## src/rtl/counter_read_arbiter.sv

```systemverilog
// Round-robin arbiter that shares the 64-bit atomic counter's 32-bit read port and returns coherent 64-bit reads.
// Optional CNT_ACK_CHECK_EN: a missing counter ack sets sticky ack_err_o and suppresses that completion.
module counter_read_arbiter #(
    parameter int NUM_REQ  = 4,
    parameter int DATABUS  = 32,
    parameter int COUNTLEN = 2 * DATABUS
) (
    input  logic                       clk,
    input  logic                       reset,
    input  logic [NUM_REQ-1:0]         rd_req_i,
    output logic                       rd_valid_o,
    output logic [$clog2(NUM_REQ)-1:0] rd_id_o,
    output logic [COUNTLEN-1:0]        rd_data_o,
    output logic                       busy_o,
    output logic                       cnt_req_o,
    output logic                       cnt_atomic_o,
    input  logic                       cnt_ack_i,
    input  logic [DATABUS-1:0]         cnt_data_i,
    output logic                       ack_err_o
);
    localparam int IDW = $clog2(NUM_REQ);

`ifdef CNT_ACK_CHECK_EN
    localparam bit ACK_CHK = 1'b1;
`else
    localparam bit ACK_CHK = 1'b0;
`endif

    typedef enum logic [1:0] {S_IDLE, S_LSB, S_MSB, S_CAP} state_e;

    state_e                state_q, state_d;
    logic [IDW-1:0]        ptr_q, ptr_d;
    logic [IDW-1:0]        gid_q, gid_d;
    logic [DATABUS-1:0]    lsb_q, lsb_d;
    logic                  miss_q, miss_d;
    logic                  err_q, err_d;
    logic                  vld_q, vld_d;
    logic [IDW-1:0]        id_q, id_d;
    logic [COUNTLEN-1:0]   data_q, data_d;

    logic [NUM_REQ-1:0]    upper_mask;
    logic [NUM_REQ-1:0]    upper_req;
    logic [IDW-1:0]        pick;
    logic                  ack_take;

    function automatic logic [IDW-1:0] lowest(input logic [NUM_REQ-1:0] v);
        logic [IDW-1:0] r;
        r = '0;
        for (int i = NUM_REQ - 1; i >= 0; i--) begin
            if (v[i]) r = IDW'(i);
        end
        return r;
    endfunction

    function automatic logic [IDW-1:0] next_id(input logic [IDW-1:0] id);
        return (id == IDW'(NUM_REQ - 1)) ? '0 : id + IDW'(1);
    endfunction

    // Requests at or above the pointer win; otherwise wrap to the lowest set bit.
    for (genvar g = 0; g < NUM_REQ; g++) begin : g_mask
        assign upper_mask[g] = (IDW'(g) >= ptr_q);
    end

    assign upper_req = rd_req_i & upper_mask;
    assign pick      = (|upper_req) ? lowest(upper_req) : lowest(rd_req_i);
    // Without the check, every MSB/CAP cycle is treated as carrying data.
    assign ack_take  = cnt_ack_i || !ACK_CHK;

    always_comb begin
        state_d      = state_q;
        ptr_d        = ptr_q;
        gid_d        = gid_q;
        lsb_d        = lsb_q;
        miss_d       = miss_q;
        err_d        = err_q;
        vld_d        = 1'b0;
        id_d         = id_q;
        data_d       = data_q;
        cnt_req_o    = 1'b0;
        cnt_atomic_o = 1'b0;
        case (state_q)
            S_IDLE: begin
                if (|rd_req_i) begin
                    gid_d   = pick;
                    miss_d  = 1'b0;
                    state_d = S_LSB;
                end
            end
            S_LSB: begin
                cnt_req_o    = 1'b1;
                cnt_atomic_o = 1'b1;
                state_d      = S_MSB;
            end
            S_MSB: begin
                // MSB beat must follow LSB with no bubble so both halves share one snapshot.
                cnt_req_o = 1'b1;
                state_d   = S_CAP;
                if (ack_take) begin
                    lsb_d = cnt_data_i;
                end else begin
                    miss_d = 1'b1;
                    err_d  = 1'b1;
                end
            end
            S_CAP: begin
                state_d = S_IDLE;
                ptr_d   = next_id(gid_q);
                if (!ack_take) err_d = 1'b1;
                if (ack_take && !miss_q) begin
                    vld_d  = 1'b1;
                    id_d   = gid_q;
                    data_d = {cnt_data_i, lsb_q};
                end
            end
            default: state_d = S_IDLE;
        endcase
    end

    always_ff @(posedge clk or posedge reset) begin
        if (reset) begin
            state_q <= S_IDLE;
            ptr_q   <= '0;
            gid_q   <= '0;
            lsb_q   <= '0;
            miss_q  <= 1'b0;
            err_q   <= 1'b0;
            vld_q   <= 1'b0;
            id_q    <= '0;
            data_q  <= '0;
        end else begin
            state_q <= state_d;
            ptr_q   <= ptr_d;
            gid_q   <= gid_d;
            lsb_q   <= lsb_d;
            miss_q  <= miss_d;
            err_q   <= err_d;
            vld_q   <= vld_d;
            id_q    <= id_d;
            data_q  <= data_d;
        end
    end

    assign rd_valid_o = vld_q;
    assign rd_id_o    = id_q;
    assign rd_data_o  = data_q;
    assign busy_o     = (state_q != S_IDLE);
    assign ack_err_o  = ACK_CHK ? err_q : 1'b0;

endmodule

```

## config.mk

```make
export PLATFORM = sky130hd
export DESIGN_NAME = counter_read_arbiter
export DESIGN_NICKNAME = d
export VERILOG_FILES = /design/src/rtl/counter_read_arbiter.sv
export SDC_FILE = /design/constraint.sdc
export NUM_CORES = 1
export LEC_CHECK = 0
export CAP_MARGIN = 20
export CORE_UTILIZATION = 45
export DETAILED_ROUTE_END_ITERATION = 6
export DONT_BUFFER_PORTS = 1
export PLACE_DENSITY = 0.65
export RECOVER_POWER = 25
export SYNTH_ARGS = -nofsm -noshare
export SYNTH_HDL_FRONTEND = slang
export SYNTH_SLANG_ARGS = --single-unit
export TNS_END_PERCENT = 1
```

## constraint.sdc

```tcl
create_clock -name clk -period 4.52 [get_ports clk]
set_input_delay 0.678 -clock clk [delete_from_list [all_inputs] [get_ports clk]]
set_output_delay 0.678 -clock clk [all_outputs]
set_load 0.03 [all_outputs]
```

==> impl_table.tex <==
\begin{tabular}{lr}
\hline
Metric & Value \\
\hline
\multicolumn{2}{l}{\textbf{Die}} \\
Die outline width & 96.87 um \\
Floorplan row count & 34 \\
Die area & 9384 um2 \\
Number of top-level pins & 110 \\
Core outline area & 8721 um2 \\
Vertical extent of the die & 96.87 um \\
Initial Utilization & 0.4644 \\
\multicolumn{2}{l}{\textbf{Critical path}} \\
Critical R2R Launch & state\_q[0]\$\_DFFE\_PP0P\_ \\
Chain of cells forming the critical path & clkinvlp\_2 > buf\_4 \\
Crit. End Element & async pin \\
Data arrival time of the critical path & 3.04 ns \\
Worst path top cell family by delay & buffers and inverters \\
R2r setup slk & 2.63 ns \\
Crit path buffers/inverters & 2 \\
CP max-delay cell & clkinvlp\_2 \\
Largest fanout of any net on the critical path & 72 \\
Worst r2r path cells & 3 \\
Start-to-end type of the worst setup path & in -> async \\
Endpoint required time on the critical path & 5.01 ns \\
Slowest Stage Delay on Critical Path & 1.71 ns \\
Worst R2R End & lsb\_q[8]\$\_DFFE\_PP0P\_ \\
Type of origin of the critical path & input port \\
\multicolumn{2}{l}{\textbf{Synthesis}} \\
Cells after synthesis & 246 \\
Number of distinct library cells after synthesis & 22 \\
Ranking of synthesized cells by area & dfrtp\_1 (65\%), mux2\_2 (28\%), ha\_1 (1.5\%) \\
Share of synthesized area occupied by flip-flops and latches & 0.6487 \\
Cell accounting for the most synthesized area & dfrtp\_1 \\
Syn\_nets & 290 \\
Number of warnings issued by yosys & 0 \\
Synth top area share & 0.6487 \\
Mapped cell area & 4050 um2 \\
Syn Area/Cell & 16.46 um2 \\
\#FFs+latches synth & 105 \\
\multicolumn{2}{l}{\textbf{Timing}} \\
Post-layout minimum cycle time & 2.556 ns \\
Worst Max-Slew Pin Slew & 3.080 ns \\
Endpoints failing hold & 0 \\
Setup repair after global routing missed its margin & false \\
Fmax & 391.3 MHz \\
Clock Skew & 0.01151 ns \\
Crit path setup slack, layout & 1.964 ns \\
Worst max-slew margin expressed relative to the limit & -1.065 \\
Final period utilization & 0.5655 \\
Final count of negative-setup-slack endpoints & 0 \\
Setup tns final & 0 ns \\
Final number of max-transition violations & 73 \\
\multicolumn{2}{l}{\textbf{Placement}} \\
Number of cells after detailed placement & 342 \\
Gpl congestion & 0.6777 \\
Total of buffers placed on input and output ports & 0 \\
HPWL after detailed placement & 4066 um \\
Placement-stage worst setup slack & 2.594 ns \\
\multicolumn{2}{l}{\textbf{Routing}} \\
Post-DR wirelength/cell & 17.90 um \\
Remaining routing DRC violations & 0 \\
Number of nets with antenna violations after detailed routing & 0 \\
Mean number of vias per cell & 5.338 \\
Number of vias in the routed layout & 1911 \\
DR iter-0 viols & 28 \\
1st-pass router iterations & 4 \\
Final WL & 6407 um \\
\multicolumn{2}{l}{\textbf{Clocking}} \\
TritonCTS clock tree & built \\
Cell at the root of the clock tree & clkbuf\_8 \\
Clock latency reported for the late side of the worst-skew pair & 0.35 ns \\
Maximum level of the CTS H-tree & 3 \\
Number of buffers inserted to repair setup after CTS & 0 \\
Hold buffer count at CTS & 0 \\
Number of buffers created by CTS & 9 \\
Maximum root-to-sink buffer count & 2 \\
CTS clk-pin slew, worst paths & 0.10 ns \\
CTS resizes & 0 \\
TritonCTS Sinks & 105 \\
\multicolumn{2}{l}{\textbf{Global route}} \\
Wire length of the first global-routing pass & 10670 um \\
GRT Residual Overflow & 0 \\
Via count of the first global-routing pass & 2088 \\
Maximum number of pins on one net before global-route repair & 73 \\
Number of antenna violations at the first check in global routing & 0 \\
Global-route usage over all layers & 0.1453 \\
\multicolumn{2}{l}{\textbf{Hold path}} \\
Count of cells along the worst hold path & 1 \\
Hold wc startpoint & cnt\_data\_i[11] \\
Hold Crit Endpoint & rd\_data\_o[43]\$\_DFFE\_PP0P\_ \\
Class of the most critical hold timing path & in -> reg \\
\multicolumn{2}{l}{\textbf{Layout}} \\
Cell Count, Final, Fillers Out & 358 \\
Sequential cell area & 2628 um2 \\
Post-layout utilization of the core & 0.4948 \\
Total inserted antenna cells & 0 \\
Multi-input gate area in the final layout & 1344 um2 \\
Final net count & 289 \\
Fill cells & 747 \\
Signed area change from the synthesized netlist to the final layout & 6.549\% \\
Fraction of layout cells with a size suffix above 1 & 0.4920 \\
\multicolumn{2}{l}{\textbf{Run status}} \\
Failing checks & capacitance limit, slew limit \\
Result of the run & finished, violations left \\
\multicolumn{2}{l}{\textbf{Flow run}} \\
Max cap viols & 1 \\
\hline
\end{tabular}
==> final cells by class <==
| class | count | area share |
|---|---|---|
| Sequential cell | 105 | 0.6089 |
| Tap cell | 108 | 0.03131 |
| Timing Repair Buffer | 1 | 0.001740 |
| Clock inverter | 6 | 0.01102 |
| Multi-Input combinational cell | 124 | 0.3114 |
| Clock buffer | 10 | 0.03189 |
| Inverter | 4 | 0.003769 |
==> through the flow <==
stage | cell area [um2] | hold slack (ns)
6_report | 4315 | 0.4652
5_1_grt | 4315 | 0.4288
4_1_cts | 4317 | 0.3926
3_5_place_dp | 4131 | 0.4877
3_3_place_gp | 4131 | 0.4812
2_1_floorplan | 4050 | 0.4664
==> Yosys cell counts <==
cell type,count
or3b_1,1
buf_4,1
a21oi_1,1
o22a_1,1
nor4_1,1
a31oi_1,1
o31ai_1,1
inv_1,4
buf_6,2
nand2_1,5
dfrtp_1,105
nand2b_1,1
nor2_1,1
clkbuf_1,1
o41ai_4,1
ha_1,5
mux2_2,101
a21o_1,1
a32o_2,1
o211ai_1,1
conb_1,1
buf_2,9
==> placed cells by master, fill, tap and decap left out <==
cell type   count
ha_1            3
conb_1          1
clkbuf_8       10
o22a_1          1
nor4_1          1
inv_1           3
a21o_1          1
nand2b_1        1
nand2_1         5
buf_4           1
o211ai_1        1
inv_6           3
a21oi_1         1
clkinvlp_2      1
clkinvlp_4      1
a32o_2          1
ha_2            1
dfrtp_1       105
nor2_1          1
o41ai_4         1
or3b_1          1
a31oi_1         1
o31ai_1         1
mux2_2        101
clkinv_4        1
clkinv_2        1
ha_4            1
==> how the worst max path moves through the flow <==
stage                     cells after the start  slack, ns                    from                         to
after floorplan                               1       1.08                   reset       gid_q[0]$_DFFE_PP0P_
after CTS                                     3       2.41  state_q[0]$_DFFE_PP0P_                     busy_o
final                                         2       1.96                   reset   rd_data_o[1]$_DFFE_PP0P_
after detailed placement                      3       2.59  state_q[0]$_DFFE_PP0P_       lsb_q[8]$_DFFE_PP0P_
after global routing                          2       1.42                   reset  rd_data_o[40]$_DFFE_PP0P_
after global placement                        3       2.63  state_q[0]$_DFFE_PP0P_      lsb_q[27]$_DFFE_PP0P_
==> routing by layer <==
layer / routed length [um] / global-route usage
met1: 2808 / 0.1880
met2: 2989 / 0.2178
met3: 518 / 0.05419
met4: 90 / 0.06544
met5: 0 / 0
==> logic make-up (layout without fill, tap and decap cells) <==
kind of cell	Yosys count	count (layout)	share of synthesized area
mux	101	101	0.2808
fa+ha+maj	5	5	0.01545
buf+inv	17	21	0.02317
flops	105	105	0.6487
simple gates	9	9	0.01081
other cells	1	1	0.0009259
compound gates	8	8	0.02008
==> registers in the layout, summed over array words and instances (netlist names) <==
| name | flops |
|---|---|
| rd_data_o | 64 |
| lsb_q | 32 |
| gid_q | 2 |
| ptr_q | 2 |
| rd_id_o | 2 |
| state_q | 2 |
| rd_valid_o | 1 |
Power is not shown: default switching activity piles up to over one toggle a cycle in this logic, so the estimate is an artifact.
